## src/rtl/keypad_scan.sv

```systemverilog
// 4x4 matrix keypad scanner with per-sweep debounce and rollover; optional auto-repeat under KEYPAD_REPEAT_EN.
// Latency: outputs are registered on the edge that takes the column-3 sample completing a qualifying sweep.
// Backpressure: none; the scan is free-running and key_press is a single-cycle pulse that is not held.
module keypad_scan #(
    parameter int SCAN_DIV           = 1000,
    parameter int DEBOUNCE_SCANS     = 4,
    parameter int REPEAT_DELAY_SCANS = 32,
    parameter int REPEAT_RATE_SCANS  = 8
) (
    input  logic       clk,
    input  logic       rst,
    input  logic [3:0] row_n,
    output logic [3:0] col_n,
    output logic [3:0] key,
    output logic       key_valid,
    output logic       key_press
);

    localparam int SLOT_W = $clog2(SCAN_DIV);
    localparam int CNT_W  = $clog2(DEBOUNCE_SCANS + 1);

    localparam logic [SLOT_W-1:0] SLOT_LAST = SLOT_W'(SCAN_DIV - 1);
    localparam logic [CNT_W-1:0]  CNT_MAX   = CNT_W'(DEBOUNCE_SCANS);
    localparam logic [CNT_W-1:0]  CNT_ONE   = CNT_W'(1);

    localparam logic [1:0] ST_IDLE  = 2'd0;
    localparam logic [1:0] ST_PRESS = 2'd1;
    localparam logic [1:0] ST_HELD  = 2'd2;
    localparam logic [1:0] ST_REL   = 2'd3;

    if (SCAN_DIV < 4 || DEBOUNCE_SCANS < 1 || REPEAT_DELAY_SCANS < 1 || REPEAT_RATE_SCANS < 1) begin : g_param_err
        $error("keypad_scan: parameter below its minimum");
    end

    logic [3:0]        row_meta_q;
    logic [3:0]        row_sync_q;
    logic [SLOT_W-1:0] slot_q, slot_d;
    logic [1:0]        col_idx_q, col_idx_d;
    logic [3:0]        col_n_q, col_n_d;
    logic              found_q, found_d;
    logic [3:0]        acc_key_q, acc_key_d;

    logic [1:0]        state_q, state_d;
    logic              cand_vld_q, cand_vld_d;
    logic [3:0]        cand_q, cand_d;
    logic [CNT_W-1:0]  cnt_q, cnt_d, cnt_inc;
    logic [3:0]        key_q, key_d;
    logic              valid_q, valid_d;
    logic              press_q, press_d;

    logic              sample;
    logic              sweep_end;
    logic [3:0]        row_hit;
    logic              hit_any;
    logic [1:0]        hit_row;
    logic              found_base;
    logic              res_vld;
    logic [3:0]        res_key;
    logic              res_same_key;
    logic              res_match_cand;
    logic              accept;

    // ---------------------------------------------------------------- column scan
    assign sample    = (slot_q == SLOT_LAST);
    assign sweep_end = sample && (col_idx_q == 2'd3);
    assign row_hit   = ~row_sync_q;

    always_comb begin
        slot_d    = sample ? '0 : slot_q + SLOT_W'(1);
        col_idx_d = sample ? col_idx_q + 2'd1 : col_idx_q;
        col_n_d   = ~(4'b0001 << col_idx_d);
    end

    always_comb begin
        hit_any = |row_hit;
        hit_row = 2'd0;
        for (int r = 3; r >= 0; r--) begin
            if (row_hit[r]) begin
                hit_row = 2'(r);
            end
        end
    end

    // Column 0 starts a new sweep, so an earlier sweep's hit must not carry over.
    assign found_base = (col_idx_q == 2'd0) ? 1'b0 : found_q;

    always_comb begin
        found_d   = found_q;
        acc_key_d = acc_key_q;
        if (sample) begin
            found_d   = found_base | hit_any;
            acc_key_d = found_base ? acc_key_q : {hit_row, col_idx_q};
        end
    end

    assign res_vld        = found_d;
    assign res_key        = acc_key_d;
    assign res_same_key   = res_vld && (res_key == key_q);
    assign res_match_cand = (res_vld == cand_vld_q) && (!res_vld || (res_key == cand_q));
    assign cnt_inc        = (cnt_q == CNT_MAX) ? cnt_q : cnt_q + CNT_ONE;

    // ---------------------------------------------------------------- debounce
    always_comb begin
        state_d    = state_q;
        cand_vld_d = cand_vld_q;
        cand_d     = cand_q;
        cnt_d      = cnt_q;
        key_d      = key_q;
        valid_d    = valid_q;
        accept     = 1'b0;
        if (sweep_end) begin
            case (state_q)
                ST_IDLE: begin
                    if (res_vld) begin
                        state_d    = ST_PRESS;
                        cand_vld_d = 1'b1;
                        cand_d     = res_key;
                        cnt_d      = CNT_ONE;
                    end
                end
                ST_PRESS: begin
                    if (!res_vld) begin
                        state_d    = ST_IDLE;
                        cand_vld_d = 1'b0;
                        cand_d     = 4'd0;
                        cnt_d      = '0;
                    end else if (res_key == cand_q) begin
                        cnt_d = cnt_inc;
                    end else begin
                        cand_d = res_key;
                        cnt_d  = CNT_ONE;
                    end
                end
                ST_HELD: begin
                    if (!res_same_key) begin
                        state_d    = ST_REL;
                        cand_vld_d = res_vld;
                        cand_d     = res_vld ? res_key : 4'd0;
                        cnt_d      = CNT_ONE;
                    end
                end
                default: begin
                    if (res_same_key) begin
                        state_d    = ST_HELD;
                        cand_vld_d = 1'b0;
                        cand_d     = 4'd0;
                        cnt_d      = '0;
                    end else if (res_match_cand) begin
                        cnt_d = cnt_inc;
                    end else begin
                        cand_vld_d = res_vld;
                        cand_d     = res_vld ? res_key : 4'd0;
                        cnt_d      = CNT_ONE;
                    end
                end
            endcase

            // Resolved in the same sweep so DEBOUNCE_SCANS=1 acts on the first sweep.
            if ((state_d == ST_PRESS || state_d == ST_REL) && cnt_d == CNT_MAX) begin
                if (cand_vld_d) begin
                    state_d = ST_HELD;
                    key_d   = cand_d;
                    valid_d = 1'b1;
                    accept  = 1'b1;
                end else begin
                    state_d = ST_IDLE;
                    valid_d = 1'b0;
                end
                cand_vld_d = 1'b0;
                cand_d     = 4'd0;
                cnt_d      = '0;
            end
        end
    end

`ifdef KEYPAD_REPEAT_EN
    localparam int RPT_MAX = (REPEAT_DELAY_SCANS > REPEAT_RATE_SCANS) ? REPEAT_DELAY_SCANS : REPEAT_RATE_SCANS;
    localparam int RPT_W   = $clog2(RPT_MAX + 1);

    logic [RPT_W-1:0] rpt_cnt_q, rpt_cnt_d, rpt_inc, rpt_target;
    logic             rpt_first_q, rpt_first_d;
    logic             rpt_fire;

    always_comb begin
        rpt_cnt_d   = rpt_cnt_q;
        rpt_first_d = rpt_first_q;
        rpt_fire    = 1'b0;
        rpt_inc     = rpt_cnt_q + RPT_W'(1);
        rpt_target  = rpt_first_q ? RPT_W'(REPEAT_RATE_SCANS) : RPT_W'(REPEAT_DELAY_SCANS);
        if (sweep_end) begin
            if (state_q == ST_HELD && res_same_key) begin
                if (rpt_inc == rpt_target) begin
                    rpt_fire    = 1'b1;
                    rpt_cnt_d   = '0;
                    rpt_first_d = 1'b1;
                end else begin
                    rpt_cnt_d = rpt_inc;
                end
            end else begin
                rpt_cnt_d   = '0;
                rpt_first_d = 1'b0;
            end
        end
    end

    always_ff @(posedge clk) begin
        if (rst) begin
            rpt_cnt_q   <= '0;
            rpt_first_q <= 1'b0;
        end else begin
            rpt_cnt_q   <= rpt_cnt_d;
            rpt_first_q <= rpt_first_d;
        end
    end

    assign press_d = accept | rpt_fire;
`else
    assign press_d = accept;
`endif

    // ---------------------------------------------------------------- state
    always_ff @(posedge clk) begin
        if (rst) begin
            row_meta_q <= 4'hF;
            row_sync_q <= 4'hF;
            slot_q     <= '0;
            col_idx_q  <= 2'd0;
            col_n_q    <= 4'b1110;
            found_q    <= 1'b0;
            acc_key_q  <= 4'd0;
            state_q    <= ST_IDLE;
            cand_vld_q <= 1'b0;
            cand_q     <= 4'd0;
            cnt_q      <= '0;
            key_q      <= 4'd0;
            valid_q    <= 1'b0;
            press_q    <= 1'b0;
        end else begin
            row_meta_q <= row_n;
            row_sync_q <= row_meta_q;
            slot_q     <= slot_d;
            col_idx_q  <= col_idx_d;
            col_n_q    <= col_n_d;
            found_q    <= found_d;
            acc_key_q  <= acc_key_d;
            state_q    <= state_d;
            cand_vld_q <= cand_vld_d;
            cand_q     <= cand_d;
            cnt_q      <= cnt_d;
            key_q      <= key_d;
            valid_q    <= valid_d;
            press_q    <= press_d;
        end
    end

    assign col_n     = col_n_q;
    assign key       = key_q;
    assign key_valid = valid_q;
    assign key_press = press_q;

endmodule

```

## config.mk

```make
export PLATFORM = sky130hd
export DESIGN_NAME = keypad_scan
export DESIGN_NICKNAME = d
export VERILOG_FILES = /design/src/rtl/keypad_scan.sv
export SDC_FILE = /design/constraint.sdc
export NUM_CORES = 1
export LEC_CHECK = 0
export BUFFER_PORTS_ARGS = -buffer_cell sky130_fd_sc_hd__buf_2
export CAP_MARGIN = 5
export CORE_ASPECT_RATIO = 1.25
export CORE_MARGIN = 3
export CORE_UTILIZATION = 55
export DETAILED_ROUTE_END_ITERATION = 10
export MAX_ROUTING_LAYER = met4
export PLACE_DENSITY = 0.74
export SYNTH_ARGS = -nofsm -noshare
export SYNTH_HDL_FRONTEND = slang
export SYNTH_SLANG_ARGS = --single-unit
```

## constraint.sdc

```tcl
create_clock -name clk -period 5.2 [get_ports clk]
set_clock_uncertainty 0.1 [all_clocks]
set_input_delay 1.04 -clock clk [delete_from_list [all_inputs] [get_ports clk]]
set_output_delay 1.04 -clock clk [all_outputs]
set_load 0.02 [all_outputs]
```

==> impl_metrics.tcl, run 1 <==
set metrics [dict create \
    layout_common_cells "dfxtp_1, nor2_1, nand2_1" \
    drive_gt1_share_pct 14.2 \
    min_path_type "reg -> reg" \
    grt_util_all_layers_pct 24.5 \
    critical_path_buf_inv_count 0 \
    drt_wl_total_microns 5980 \
    finalCritPeriodShare_pct 81.4 \
    synthArstFlopShare_pct 0 \
    peakVddDrop_v 0.000144 \
    start_kind "register" \
    area_growth_syn_to_layout_pct 6.93 \
    std_cell_rows 26 \
    critical_path_required_ns 5.29 \
    yosys.area.top_type "dfxtp_1" \
    cts_sinks 45 \
    io_pins 16 \
    maxSlewViolCount 0 \
    route.vias.total 2231 \
    yosys_most_used_dff "dfxtp_1" \
    synthTopCellsByArea "dfxtp_1, nor2_1, a21oi_1" \
    tns_ns 0 \
    yosys_warnings 0 \
    ys_seq_elements 45 \
    syn_inst 299 \
    n_fill_cell 410 \
    postSynthAreaPerCell_sq_um 8.40 \
    cp_top_family "simple AND/OR/NAND/NOR gates" \
    yosysSeqAreaShare_pct 35.9 \
    synth_edf_count 0 \
    cts_made_buffers 5 \
    drc 0 \
    ctsHoldBuffers 0 \
    cts.path.max_buffers 2 \
    worstSetupPathType "reg -> reg" \
    first_global_vias 2113 \
    utilization_pct 63.5 \
    cp_data_arrival_time_ns 4.32 \
    drt-pass1-iter-count 4 \
    critPathCaptureType "register" \
    diodes 0 \
    fin_crit_ns 4.23 \
    grt_pass1_wl_microns 9870 \
    seq_area_sq_um 901 \
    dieWidth_microns 66.4 \
    root_buffer "clkbuf_8" \
    viasPerCell 6.10 \
    synth_nets 312 \
    htree_levels 2 \
    cts_setup_buffers 0 \
    powerDensity_nw_per_um2 228 \
    antenna_left 0 \
    drtIter0Drc 96 \
    clk-insertion-delay-late_ns 0.30 \
    slew_headroom_pct 57.0 \
    crit_fanout 10 \
    setup_viol_count_final 0 \
    cts_resized 0 \
    cts_tree "done" \
    hpwlAfterDp_microns 4500 \
    core_area_sq_um 4230 \
    post_drt_wl_per_cell_microns 16.3 \
    path_clk_slew_ns 0.08 \
    synth_top_area_share_pct 35.9 \
    max_cap_violations 0 \
    cpMostUsedCell "or4_4" \
    grt_max_degree 32 \
    fin_nets 324 \
    globalRouteOverflowTotal 0 \
    die_area_sq_um 5420 \
    dieHeight_microns 81.5 \
    place.gp.congestion 1.03 \
    worstMarginPinSlew_ns 0.645 \
    syn_area_sq_um 2510 \
    crit_slowest_cell "or4_4" \
    start_util_pct 59.4 \
    hold_violations 0 \
    cpPeakStageDelay_ns 0.59 \
    max_freq_ghz 0.236 \
    layout_commonest_cell "dfxtp_1" \
    path_cells "ha_1 -> nand4_4 -> nor4_4 -> mux2i_1 -> xor2_1 -> a31oi_2 -> or4_4 -> a21bo_1 -> or4_4 -> o221a_1" \
    rsz0062_at_grt "false" \
    p_leak_nw 0.982 \
    status "complete, no violations" \
    portBuffers 15 \
    multi_input_area_sq_um 1510 \
    synth.distinct_cells 59 \
    antenna_found_initial 0 \
]
[cells in the mapped netlist (all sizes together) (2+ instances only)]
| cell | count |
|---|---|
| xor2 | 9 |
| xnor2 | 7 |
| nand3 | 13 |
| nor4 | 5 |
| or2 | 11 |
| a211o | 3 |
| buf | 2 |
| and3 | 4 |
| nand2b | 4 |
| o211a | 3 |
| nor2 | 37 |
| mux2i | 4 |
| and2 | 5 |
| o21ai | 9 |
| or3 | 2 |
| inv | 13 |
| o221a | 2 |
| nand2 | 23 |
| or4 | 3 |
| nor2b | 2 |
| clkbuf | 8 |
| o22ai | 2 |
| a21oi | 20 |
| a221oi | 2 |
| o2bb2ai | 3 |
| a31oi | 5 |
| a211oi | 4 |
| nand4 | 5 |
| ha | 7 |
| a311oi | 2 |
| nor3 | 6 |
| a21boi | 3 |
| o32ai | 2 |
| o211ai | 2 |
| o31ai | 3 |
| dfxtp | 45 |
| nand3b | 3 |
| a31o | 3 |
[report_power, final]
group / internal (mW) / leakage (nW) / switching (mW)
combinational: 0.0186 / 0.577 / 0.0397
clock: 0.0885 / 0.0399 / 0.112
sequential: 0.350 / 0.365 / 0.00406
[cell families (layout without fill, tap and decap cells)]
kind of cell,count (synthesis),count (layout),share of synthesized area [%]
XOR/XNOR,16,16,5.58
AO/OA/AOI/OAI,77,77,22.6
buffers and inverters,24,35,3.89
flip-flops,45,45,35.9
AND/OR/NAND/NOR,126,126,27.0
adder cells (fa/ha/maj),7,7,3.49
multiplexers,4,4,1.59
[stage by stage]
stage,cells,power (mW),instance area [sq um],worst slack [ns],hold WS (ns)
finish,366,0.613,2690,0.966,0.316
global placement,360,0.419,2610,1.05,0.293
CTS,366,0.616,2690,0.988,0.318
detailed placement,360,0.419,2610,1.01,0.295
floorplan,299,0.404,2510,1.30,0.289
global route,366,0.641,2690,0.700,0.319
[routing by layer]
metal,track usage (%),vias to the layer above,wire (microns)
li1,-,1105,-
met1,25.9,1067,2470
met2,43.8,43,3120
met3,3.97,16,175
met4,12.4,0,212
met5,-,-,0
[worst paths after layout]
kind / start / slack [ns] / end / cells after the start
max: slot_q[0] / 0.97 / key[3] / 10
min: row_meta_q[1] / 0.32 / row_sync_q[1] / 1
max reg2reg: slot_q[0] / 0.97 / key[3] / 10
min reg2reg: row_meta_q[1] / 0.32 / row_sync_q[1] / 1
[layout make-up]
class                      instances  area share (%)
sequential                        45            33.6
tap                               56            2.61
clock inverter                     1           0.186
multi-input combinational        230            56.3
timing repair buffer              15            2.80
clock buffer                       5            2.56
inverter                          14            1.96
[registers in the layout, indices dropped and copies added, names as in the netlist, 2 cells and up]
register    cells
acc_key_q       4
cand_q          4
cnt_q           3
col_idx_q       2
col_n           4
key             4
row_meta_q      4
row_sync_q      4
slot_q         10
state_q         2
No activity file was read; power rests on OpenSTA's default activity.
==> run 2: changes to the inputs <==
--- a/config.mk
+++ b/config.mk
@@ -5,6 +5,7 @@
 export SDC_FILE = /design/constraint.sdc
 export NUM_CORES = 1
 export LEC_CHECK = 0
+export ABC_AREA = 1
 export BUFFER_PORTS_ARGS = -buffer_cell sky130_fd_sc_hd__buf_2
 export CAP_MARGIN = 5
 export CORE_ASPECT_RATIO = 1.25
@@ -12,7 +13,7 @@
 export CORE_UTILIZATION = 55
 export DETAILED_ROUTE_END_ITERATION = 10
 export MAX_ROUTING_LAYER = met4
-export PLACE_DENSITY = 0.74
+export PLACE_DENSITY = 0.77
 export SYNTH_ARGS = -nofsm -noshare
 export SYNTH_HDL_FRONTEND = slang
 export SYNTH_SLANG_ARGS = --single-unit
==> constraint.sdc (replaced) <==
create_clock -name clk -period 3.4 [get_ports clk]
set_clock_uncertainty 0.1 [all_clocks]
set_input_delay 0.68 -clock clk [delete_from_list [all_inputs] [get_ports clk]]
set_output_delay 0.68 -clock clk [all_outputs]
set_load 0.02 [all_outputs]
==> run 2 against run 1 <==
Net effect:
- total power up 61%
- combinational power decreased by 56%
- sequential share of layout area decreased by 3.2 points
- die area up 7.7%
- via count increased by 17%
- synthesized area grew 8.4%
- highest routed layer unchanged
- maximum frequency grew 41%
- flip-flop and latch count did not move
- final area is 11% higher
- register-to-register slack worse by 0.56 ns
==> impl_metrics.tcl, run 2 <==
set metrics [dict create \
    place.gp.congestion 0.940 \
    layout_common_cells "nand2_1, inv_1, nor2_1" \
    critPathCaptureType "register" \
    path_cells "inv_1 -> ha_1 -> inv_1 -> nand2_1 -> nand4_1 -> o21ai_1 -> inv_2 -> o21ai_0 -> nor2_2 -> nand3_1 -> nand3_1 -> nand3_1 -> nor2_1 -> nor2_1 -> nand2_1 -> a21oi_1" \
    fin_crit_ns 2.99 \
    place_area_sq_um 2850 \
    cts_setup_buffers 0 \
    postSynthAreaPerCell_sq_um 6.54 \
    crit_fanout 15 \
    powerDensity_nw_per_um2 332 \
    finalCritPeriodShare_pct 88.1 \
    globalRouteMet3Util_pct 4.02 \
    critical_path_required_ns 3.47 \
    synth_top_area_share_pct 33.1 \
    htree_levels 2 \
    peakVddDrop_v 0.000312 \
    first_global_vias 2392 \
    cts.path.max_buffers 2 \
    synth_common_cells "nand2_1, nor2_1, inv_1" \
    grt.busiest_layer "met2" \
    area_growth_syn_to_layout_pct 9.10 \
    cts_resized 0 \
    yosys.area.top_type "dfxtp_1" \
    tns_ns 0 \
    maxSlewViolCount 0 \
    yosys_most_used_dff "dfxtp_1" \
    rsz0062_at_grt "false" \
    min_path_cells 1 \
    max_freq_ghz 0.334 \
    antenna_left 0 \
    post_drt_wl_per_cell_microns 12.9 \
    die_area_sq_um 5830 \
    start_kind "register" \
    r2r-end "cand_q[0]" \
    drtIter0Drc 185 \
    worstHoldStart "row_meta_q[0]" \
    viasPerCell 5.28 \
    critical_path_buf_inv_count 3 \
    gr-usage-met2_pct 39.3 \
    power.share.clock_pct 42.8 \
    crit_slowest_cell "dfxtp_1" \
    synthArstFlopShare_pct 0 \
    combPwrFrac_pct 2.6 \
    fin_nets 445 \
    cpPeakStageDelay_ns 0.38 \
    largest_reg_flops 10 \
    synthTopCellsByArea "dfxtp_1, nand2_1, nand3_1" \
    grt_util_all_layers_pct 24.9 \
    diodes 0 \
    io_pins 16 \
    worst-r2r-cell-count 16 \
    grt_pass1_wl_microns 10900 \
    slew_headroom_pct 58.1 \
    start_util_pct 57.1 \
    cp_top_family "simple AND/OR/NAND/NOR gates" \
    cts_sinks 45 \
    min_path_type "reg -> reg" \
    status "complete, no violations" \
    dieWidth_microns 68.9 \
    worstSetupPathType "reg -> reg" \
    drc 0 \
    layout_commonest_cell "nand2_1" \
    yosysSeqAreaShare_pct 33.1 \
    max_cap_violations 0 \
    antenna_found_initial 0 \
    worstMarginPinSlew_ns 0.627 \
    globalRouteOverflowTotal 0 \
    ctsHoldBuffers 0 \
    synth_most_common_cell "nand2_1" \
    synth_edf_count 0 \
    cts_tree "done" \
    hold_violations 0 \
    path_clk_slew_ns 0.09 \
    grt_max_degree 28 \
    syn_inst 416 \
    p_leak_nw 1.36 \
    holdPathEnd "row_sync_q[0]" \
    p_int_mw 0.768 \
    reg2reg_slack_ns 0.41 \
    route.vias.total 2605 \
    syn_area_sq_um 2720 \
    final_area_sq_um 2970 \
    timing.rr.start "col_idx_q[0]" \
    p_sw_mw 0.218 \
    power_mw 0.986 \
    ys_seq_elements 45 \
    drt-pass1-iter-count 5 \
    hpwlAfterDp_microns 4930 \
    holdWs_ns 0.316 \
    drive_gt1_share_pct 15.7 \
    grt_util_met1_pct 31.5 \
    synth_nets 429 \
    drt_wl_total_microns 6380 \
    cts_made_buffers 5 \
    cpMostUsedCell "nand3_1" \
    synth.distinct_cells 30 \
    p_sw_share_pct 22.1 \
    setup_viol_count_final 0 \
    yosys_warnings 0 \
    crit_start "col_idx_q[0]" \
    clk-insertion-delay-late_ns 0.31 \
    dieHeight_microns 84.6 \
    pwr-share-seq_pct 54.5 \
    regMostFlops "slot_q" \
    portBuffers 15 \
    core_area_sq_um 4760 \
    cp_data_arrival_time_ns 3.07 \
    std_cell_rows 28 \
    root_buffer "clkbuf_8" \
]
==> run 2: cell count changes after synthesis, moves of 7 or more <==
cell / before / now
nor2_1: 37 / 52
inv_1: 13 / 51
nand3_1: 13 / 46
nand2_2: 0 / 11
nand2_1: 23 / 110
xnor2_1: 7 / 0
nand4_1: 3 / 11
nor2_4: 0 / 7
==> run 2: cells by family (layout without fill, tap and decap cells) <==
group	count (synthesis)	count (layout)	share of synthesized area, %
XOR/XNOR	3	3	0.966
AO/OA/AOI/OAI	31	31	6.57
flip-flops	45	45	33.1
adder cells (fa/ha/maj)	7	7	3.22
buffers and inverters	63	80	8.78
AND/OR/NAND/NOR	267	267	47.4
==> run 2: final cells by class <==
| type | count | area [sq um] |
|---|---|---|
| fill | 468 | 1800 |
| multi-input combinational | 308 | 1580 |
| sequential | 45 | 901 |
| inverter | 56 | 210 |
| timing repair buffer | 16 | 82.6 |
| tap | 60 | 75.1 |
| clock buffer | 5 | 68.8 |
| clock inverter | 3 | 47.5 |
==> run 2: how the worst max path moves through the flow <==
stage                 endpoint  cells past startpoint
floorplan            cand_q[0]                     15
global placement        key[0]                     16
detailed placement   key_valid                     16
CTS                  key_valid                     16
global route        state_q[0]                     16
finish               cand_q[0]                     16
==> run 2: through the flow <==
step           cells  worst slack [ns]  util (%)
2_1_floorplan    416             0.681         -
3_3_place_gp     485             0.483      59.8
3_5_place_dp     485             0.385      59.8
4_1_cts          493             0.365      62.3
5_1_grt          493            0.0664      62.3
6_report         493             0.405      62.3
==> run 2: worst register-to-register path, delay by kind of cell, from the launching register on <==
family | cells | cell delay (ns)
adder cells (fa/ha/maj) | 1 | 0.20
flip-flops | 1 | 0.38
AO/OA/AOI/OAI | 3 | 0.39
buffers and inverters | 3 | 0.46
AND/OR/NAND/NOR | 9 | 1.34
==> run 2: layer usage <==
layer  vias up  part of all wire (%)
met3        16                   6.0
met1      1162                    43
met4         0                   2.6
met5         -                     0
li1       1353                     -
met2        74                    48
==> run 2: power by group through the flow <==
stage / combinational (mW) / sequential, mW / clock, mW
3_3_place_gp: 0.0253 / 0.550 / 0
3_5_place_dp: 0.0260 / 0.550 / 0
2_1_floorplan: 0.0194 / 0.549 / 0
5_1_grt: 0.0297 / 0.539 / 0.450
6_report: 0.0258 / 0.538 / 0.422
4_1_cts: 0.0261 / 0.538 / 0.428
